<file path="config.mk">
export PLATFORM = sky130hd
export DESIGN_NAME = soc_uart_fifo
export DESIGN_NICKNAME = d
export VERILOG_FILES = /design/src/rtl/soc_uart_pkg.sv /design/src/rtl/soc_sync_fifo.sv /design/src/rtl/soc_uart_fifo.sv
export SDC_FILE = /design/constraint.sdc
export NUM_CORES = 1
export LEC_CHECK = 0
export ABC_AREA = 1
export CORE_ASPECT_RATIO = 0.5
export CORE_MARGIN = 2
export CORE_UTILIZATION = 60
export CTS_CLUSTER_SIZE = 14
export DETAILED_ROUTE_END_ITERATION = 10
export GPL_TIMING_DRIVEN = 0
export PLACE_DENSITY = 0.81
export SETUP_SLACK_MARGIN = 0.05
export SLEW_MARGIN = 10
export SYNTH_ARGS = -nofsm -noshare
export SYNTH_HDL_FRONTEND = slang
export SYNTH_HIERARCHICAL = 1
export SYNTH_SLANG_ARGS = --single-unit
</file>
<file path="constraint.sdc">
create_clock -name uclk -period 2.6 [get_ports uclk]
set_input_delay 0.52 -clock uclk [delete_from_list [all_inputs] [get_ports uclk]]
set_output_delay 0.52 -clock uclk [all_outputs]
set_load 0.01 [all_outputs]
</file>
<file path="src/rtl/soc_uart_pkg.sv">
// Shared definitions for the soc_uart buffering stage.
//   UART_DATA_W      : width of one UART byte.
//   tx_drain_state_t : states of the TX drain handshake towards soc_uart.
//   rx_cap_state_t   : states of the RX capture/acknowledge handshake.
package soc_uart_pkg;

    localparam int UART_DATA_W = 8;

    typedef enum logic {
        T_IDLE,
        T_HOLD
    } tx_drain_state_t;

    typedef enum logic {
        R_IDLE,
        R_ACK
    } rx_cap_state_t;

endpackage

</file>
<file path="src/rtl/soc_sync_fifo.sv">
// Single-clock FIFO with registered storage and a combinational head read.
//   clk, rst_n : clock and asynchronous active-low reset
//   push/wdata : write request and data; ignored while full
//   pop        : consume head entry; ignored while empty
//   rdata      : head entry (valid while !empty)
//   count      : occupancy, 0 .. 2**DEPTH_LOG2
//   full/empty : occupancy flags
module soc_sync_fifo #(
    parameter int WIDTH      = 8,
    parameter int DEPTH_LOG2 = 3
) (
    input  logic                  clk,
    input  logic                  rst_n,
    input  logic                  push,
    input  logic [WIDTH-1:0]      wdata,
    input  logic                  pop,
    output logic [WIDTH-1:0]      rdata,
    output logic [DEPTH_LOG2:0]   count,
    output logic                  full,
    output logic                  empty
);

    localparam int unsigned DEPTH = 1 << DEPTH_LOG2;
    localparam logic [DEPTH_LOG2:0] FULL_COUNT = {1'b1, {DEPTH_LOG2{1'b0}}};

    logic [WIDTH-1:0]      mem [DEPTH];
    logic [DEPTH_LOG2-1:0] wr_ptr;
    logic [DEPTH_LOG2-1:0] rd_ptr;
    logic                  do_push;
    logic                  do_pop;

    assign full    = (count == FULL_COUNT);
    assign empty   = (count == '0);
    // Guarding each side with its own flag gives the required corner cases:
    // at empty only the push lands, at full only the pop lands.
    assign do_push = push & ~full;
    assign do_pop  = pop & ~empty;
    assign rdata   = mem[rd_ptr];

    always_ff @(posedge clk or negedge rst_n) begin
        if (!rst_n) begin
            mem    <= '{default: '0};
            wr_ptr <= '0;
            rd_ptr <= '0;
            count  <= '0;
        end else begin
            if (do_push) begin
                mem[wr_ptr] <= wdata;
                wr_ptr      <= wr_ptr + 1'b1;
            end
            if (do_pop) begin
                rd_ptr <= rd_ptr + 1'b1;
            end
            case ({do_push, do_pop})
                2'b10:   count <= count + 1'b1;
                2'b01:   count <= count - 1'b1;
                default: count <= count;
            endcase
        end
    end

endmodule

</file>
<file path="src/rtl/soc_uart_fifo.sv">
// Buffering/handshake stage between bus-side register logic and soc_uart.
//   uclk, res_n         : UART clock (16x baud) and async active-low reset
//   tx_push/tx_wdata    : producer byte into the TX FIFO (accepted while tx_ready)
//   rx_valid/rx_rdata   : RX FIFO head; rx_pop consumes it
//   tx_count/rx_count   : FIFO occupancies
//   tx_idle             : nothing queued, nothing being launched, soc_uart empty
//   st_rx_*             : sticky RX status, cleared by clr_status (set wins)
//   u_*                 : handshake with soc_uart (tx_data/start_tx/tx_empty,
//                         rx_full/rx_data/rx_overrun/rx_break/ack)
module soc_uart_fifo
    import soc_uart_pkg::*;
#(
    parameter int DEPTH_LOG2 = 3
) (
    input  logic                   uclk,
    input  logic                   res_n,
    input  logic                   tx_push,
    input  logic [UART_DATA_W-1:0] tx_wdata,
    output logic                   tx_ready,
    output logic                   rx_valid,
    output logic [UART_DATA_W-1:0] rx_rdata,
    input  logic                   rx_pop,
    output logic [DEPTH_LOG2:0]    tx_count,
    output logic [DEPTH_LOG2:0]    rx_count,
    output logic                   tx_idle,
    output logic                   st_rx_overflow,
    output logic                   st_rx_overrun,
    output logic                   st_rx_break,
    input  logic                   clr_status,
    output logic [UART_DATA_W-1:0] u_tx_data,
    output logic                   u_start_tx,
    input  logic                   u_tx_empty,
    input  logic                   u_rx_full,
    input  logic [UART_DATA_W-1:0] u_rx_data,
    input  logic                   u_rx_overrun,
    input  logic                   u_rx_break,
    output logic                   u_ack
);

    tx_drain_state_t tx_state, tx_state_nxt;
    rx_cap_state_t   rx_state, rx_state_nxt;

    logic tx_fifo_full, tx_fifo_empty, tx_pop;
    logic rx_fifo_full, rx_fifo_empty, rx_push;
    logic overflow_set;

    soc_sync_fifo #(
        .WIDTH      (UART_DATA_W),
        .DEPTH_LOG2 (DEPTH_LOG2)
    ) u_tx_fifo (
        .clk   (uclk),
        .rst_n (res_n),
        .push  (tx_push),
        .wdata (tx_wdata),
        .pop   (tx_pop),
        .rdata (u_tx_data),
        .count (tx_count),
        .full  (tx_fifo_full),
        .empty (tx_fifo_empty)
    );

    soc_sync_fifo #(
        .WIDTH      (UART_DATA_W),
        .DEPTH_LOG2 (DEPTH_LOG2)
    ) u_rx_fifo (
        .clk   (uclk),
        .rst_n (res_n),
        .push  (rx_push),
        .wdata (u_rx_data),
        .pop   (rx_pop),
        .rdata (rx_rdata),
        .count (rx_count),
        .full  (rx_fifo_full),
        .empty (rx_fifo_empty)
    );

    // The FIFO itself reports not-full during reset; gating with res_n keeps
    // every output low while reset is held.
    assign tx_ready = res_n & ~tx_fifo_full;
    assign rx_valid = ~rx_fifo_empty;

    // ---------------- TX drain FSM ----------------
    always_ff @(posedge uclk or negedge res_n) begin
        if (!res_n) begin
            tx_state <= T_IDLE;
        end else begin
            tx_state <= tx_state_nxt;
        end
    end

    always_comb begin
        tx_state_nxt = tx_state;
        case (tx_state)
            T_IDLE:  if (!tx_fifo_empty && u_tx_empty) tx_state_nxt = T_HOLD;
            // soc_uart leaving IDLE (tx_empty falls) is the only proof it took
            // the byte; tx_empty is also high in its STOP state, where
            // start_tx is ignored, so hold until the fall.
            T_HOLD:  if (!u_tx_empty) tx_state_nxt = T_IDLE;
            default: tx_state_nxt = T_IDLE;
        endcase
    end

    // start_tx is a pure decode of the state register, so it is glitch-free.
    always_comb begin
        u_start_tx = (tx_state == T_HOLD);
        tx_pop     = (tx_state == T_HOLD) && !u_tx_empty;
        tx_idle    = res_n && tx_fifo_empty && (tx_state == T_IDLE) && u_tx_empty;
    end

    // ---------------- RX capture FSM ----------------
    always_ff @(posedge uclk or negedge res_n) begin
        if (!res_n) begin
            rx_state <= R_IDLE;
        end else begin
            rx_state <= rx_state_nxt;
        end
    end

    always_comb begin
        rx_state_nxt = rx_state;
        case (rx_state)
            R_IDLE:  if (u_rx_full || u_rx_break || u_rx_overrun) rx_state_nxt = R_ACK;
            // One cycle in R_ACK lets soc_uart drop rx_full before we look again.
            R_ACK:   rx_state_nxt = R_IDLE;
            default: rx_state_nxt = R_IDLE;
        endcase
    end

    always_comb begin
        u_ack        = (rx_state == R_ACK);
        rx_push      = (rx_state == R_IDLE) && u_rx_full;
        overflow_set = rx_push && rx_fifo_full;
    end

    // ---------------- Sticky status ----------------
    always_ff @(posedge uclk or negedge res_n) begin
        if (!res_n) begin
            st_rx_overflow <= 1'b0;
            st_rx_overrun  <= 1'b0;
            st_rx_break    <= 1'b0;
        end else begin
            if (overflow_set)    st_rx_overflow <= 1'b1;
            else if (clr_status) st_rx_overflow <= 1'b0;

            if (u_rx_overrun)    st_rx_overrun <= 1'b1;
            else if (clr_status) st_rx_overrun <= 1'b0;

            if (u_rx_break)      st_rx_break <= 1'b1;
            else if (clr_status) st_rx_break <= 1'b0;
        end
    end

endmodule

</file>
==> summary by stage <==
CTS
Counting along the longest clock path gives a buffer depth of 2. The tree is rooted in a sky130_fd_sc_hd__clkbuf_16. Clock tree synthesis inserted a total of 17 buffers.

TritonCTS built the clock tree. For this design, the CTS-stage hold fixing added 0 buffers. The clock latency reported for the late side of the worst-skew pair is 0.43 ns. CTS built an H-tree with a depth of 4. The number of clock sinks is 153. Clock-pin slew was measured on the worst setup and hold paths at 0.07 ns.

Routing
Once detail routing completed, the nets flagged for antenna violations numbered 0. After detailed routing, no signal wire sits above met4. After detailed routing, the number of remaining DRC violations is 0. After detailed routing, the total wire length is 24,100 um. After detailed routing, the met3 layer carries about 2300 um of wire. The iteration count of the initial detailed-routing pass is 5. For this block, the initial DRC count from the detailed router was 823. The met1 wire length is 9670 um. The routed length on met2 is 11,300 um. The total number of vias is 8,234.

After detailed routing, the average wire length per cell comes to ~16 um. Using the TritonRoute via totals, the vias-per-cell ratio works out to 5.62.

Worst setup path
The maximum net fanout on the critical path is 10. The kind of capture point of the worst setup path is a primary output. The kind of critical path is register to primary output. In this run the critical register-to-register path is launched from u_rx_fifo/count[1]. The critical path starts at u_tx_fifo/rd_ptr[0].

STA classifies the critical path startpoint as a register. Data on the critical path is required at its endpoint by approximately 2.1 ns. Data arrives at the worst endpoint at 1.95 ns.

Synthesis
The synthesized netlist devotes 0.748% of its cell area to compound gates. The XOR/XNOR share of the synthesized area is 1.25%. The area of the mapped netlist is 9040 um^2.

In the synthesized netlist the dominant register cell turns out to be sky130_fd_sc_hd__dfrtp_1. For this run, asynchronously set or reset flops after synthesis account for 100%. Averaged over all synthesized cells, the footprint is about 7.6 um^2. Of the total synthesized cell area, the portion taken by full adders, half adders and majority gates is 1.83%. The dominant combinational cell family by area after synthesis is simple AND/OR/NAND/NOR gates. The number of synthesized flops with an enable pin is 0. The post-synthesis sequential element count is 153. Synthesis produced 1,189 cells. Yosys printed 6 warnings. The number of different library cells used by synthesis comes to 32. The proportion of synthesized area in mux cells is 0%. The share of the Yosys chip area taken by registers is 42.4%.

Summing the areas of all and, or, nand and nor instances in the mapped netlist gives 44.0% of the synthesized area. Counting every net in the synthesized netlist gives 1,226.

Timing
The share of the cycle needed by the critical path after routing is 95.2%. Clock skew on the completed layout was measured at 0.0151 ns. The final worst setup slack is ~0.13 ns. The total setup violations reported at the end of the flow is 0.

For the finished layout, the period the worst path requires is 2.47 ns. Setup repair after global routing left no endpoint under its margin. Derived from the worst setup path, the maximum achievable clock frequency is 0.404 GHz. In this run the tightest slew margin relative to its limit is between 50% and 60%. The number of slew-limit violations in the final report is 0.

The transition at the pin with the smallest max-transition slack is 0.650 ns. Setup total negative slack on the finished layout was measured at 0 ns. The number of endpoints with negative hold slack in the final report is 0.

Floorplan
After floorplanning, the core was sized to cover 14,600 um^2. The die footprint is 16,100 um^2. The initial cell density of the core is 62.0%. In this run the core area contains 31 standard-cell rows. The number of I/O pins is 57. From bottom edge to top edge, the die measures 90.8 um.

The floorplan die width is about 180 um.

Placed design
In this run, placement finished with an instance count of 1,427. The post-placement worst setup slack is -0.280 ns. The global placement routability congestion is approximately 0.9.

The standard cell area after detailed placement is 9710 um^2. Input and output buffers added on the ports amount to 39. The HPWL after detailed placement is roughly 16,000 um.

Worst hold path
The path category of the worst min-delay check is input pin to asynchronous set/reset pin.

Final layout
Summing all multi-input logic gate instances after layout gives 4330 um^2. The area of all sequential standard cells is 3830 um^2. Once layout is done, the placed cells without fillers occupy 10,400 um^2. The number of filler instances in the final layout is 1,197. The number of cells in the finished layout apart from fillers is 1,465. Leaving out fill and tap cells, the most frequent cells in the layout are sky130_fd_sc_hd__nand2_1 (502), sky130_fd_sc_hd__dfrtp_1 (150), sky130_fd_sc_hd__nor2_1 (135).

The diode insertion count for antenna repair is 0. The layout cell share with drive strength beyond 1 is 11.6%. The area added between synthesis and finish is 14.8%. The number of nets in the final layout is 1,291. The library cell used most frequently in the layout, excluding fill and tap cells, is sky130_fd_sc_hd__nand2_1.

Global route
Entering global routing, the biggest net connects 85 pins. The first global-routing pass estimated 39,400 um of wire. In the global route stage, overall resource usage came out at 31.4%. The via count of the first global-routing pass is 7,782. The initial antenna violation count is 0. The sum of overflow across all layers after global routing is 0.

Pwr
Total power for the finished layout comes to 13.4 mW. The analysis attributes to cell leakage a power of 5.60 nW. The power per cell area is 1290 nW/um^2. Across the VDD grid, the largest voltage drop is 0.000598 V.

Run
Max-cap violations in this run came to 0.

Run status
The run finished with clean final reports.
[critical path, cell delays in order, from the launching register on]
cell and delay, ns:
sky130_fd_sc_hd__dfrtp_1 0.40, sky130_fd_sc_hd__buf_6 0.16, sky130_fd_sc_hd__buf_6 0.16, sky130_fd_sc_hd__nor2_1 0.06
sky130_fd_sc_hd__nor2_1 0.12, sky130_fd_sc_hd__nand2_1 0.08, sky130_fd_sc_hd__nand2_1 0.09, sky130_fd_sc_hd__nand2_1 0.11
sky130_fd_sc_hd__nand2_1 0.09, sky130_fd_sc_hd__dlygate4sd2_1 0.27
[registers in the layout, indices dropped and copies added, names as in the netlist]
| signal | count |
|---|---|
| u_start_tx | 1 |
| st_rx_break | 1 |
| u_rx_fifo/wr_ptr | 3 |
| u_tx_fifo/rd_ptr | 3 |
| u_rx_fifo/count | 4 |
| u_rx_fifo/rd_ptr | 3 |
| st_rx_overflow | 1 |
| u_rx_fifo/mem | 64 |
| st_rx_overrun | 1 |
| u_tx_fifo/wr_ptr | 3 |
| u_tx_fifo/count | 4 |
| u_ack | 1 |
| u_tx_fifo/mem | 64 |
[timing repair]
action | 4_1_cts | 5_1_grt
cloned | 0 | 0
setup buffers | 7 | 0
setup endpoints to repair | 17 | 10
resized for setup | 35 | 6
[power by group]
group,switching [mW],internal (mW)
logic,4.28,2.55
clock network,1.08,1.33
registers,0.727,3.45
total,6.10,7.33
[cell usage after synthesis, types with 7 or more instances]
master,instances,share of area [%]
sky130_fd_sc_hd__buf_1,7,0.29
sky130_fd_sc_hd__buf_4,7,0.58
sky130_fd_sc_hd__ha_1,10,1.4
sky130_fd_sc_hd__dfrtp_1,153,42
sky130_fd_sc_hd__o21ai_0,8,0.44
sky130_fd_sc_hd__nand4_1,128,8.9
sky130_fd_sc_hd__buf_6,9,1.1
sky130_fd_sc_hd__nand3_4,18,3.5
sky130_fd_sc_hd__nor2_8,12,2.7
sky130_fd_sc_hd__xnor2_1,8,0.78
sky130_fd_sc_hd__nand2_4,8,1.0
sky130_fd_sc_hd__inv_2,8,0.33
sky130_fd_sc_hd__buf_2,20,1.1
sky130_fd_sc_hd__inv_1,94,3.9
sky130_fd_sc_hd__clkbuf_1,22,0.91
sky130_fd_sc_hd__nand3_1,10,0.55
sky130_fd_sc_hd__nor2_1,135,5.6
sky130_fd_sc_hd__nand2_1,502,21
[metal layers]
| metal | vias up | GRT usage (%) |
|---|---|---|
| met5 | - | 0 |
| met4 | 0 | 13.0 |
| met3 | 75 | 5.22 |
| met2 | 414 | 50.2 |
| met1 | 3856 | 42.5 |
| li1 | 3889 | - |
[final timing paths]
kind	end	slack, ns	depth (start not counted)
max	u_tx_data[3]	0.13	9
min	u_tx_fifo/mem[9]	0.05	1
max reg2reg	u_rx_fifo/count[3]	0.38	11
min reg2reg	u_tx_fifo/mem[61]	0.47	2
max in group asynchronous	u_rx_fifo/mem[7]	1.73	2
min in group uclk	u_tx_fifo/mem[61]	0.47	2
[kinds of logic (layout without fill, tap and decap cells)]
group,Yosys count,in the layout
AO/OA/AOI/OAI,13,13
flip-flops,153,153
AND/OR/NAND/NOR,823,823
buffers and inverters,176,254
XOR/XNOR,12,12
adder cells (fa/ha/maj),12,12
[final cells by class]
class                           instances  share of cell area, %
Multi-Input combinational cell        860                   41.7
Timing Repair Buffer                   47                   4.41
Clock inverter                         12                   1.02
Sequential cell                       153                   36.9
Tap cell                              198                   2.39
Inverter                              104                   3.88
Clock buffer                           20                   4.50
Buffer                                 71                   5.17
[per-stage QoR]
stage	hold WS (ns)	util [%]
finish	0.0517	71.1
detailed placement	0.458	66.6
floorplan	0.224	-
global route	0.0774	71.1
global placement	0.453	66.3
CTS	0.0675	71.0
(Power assumes the default switching activity.)
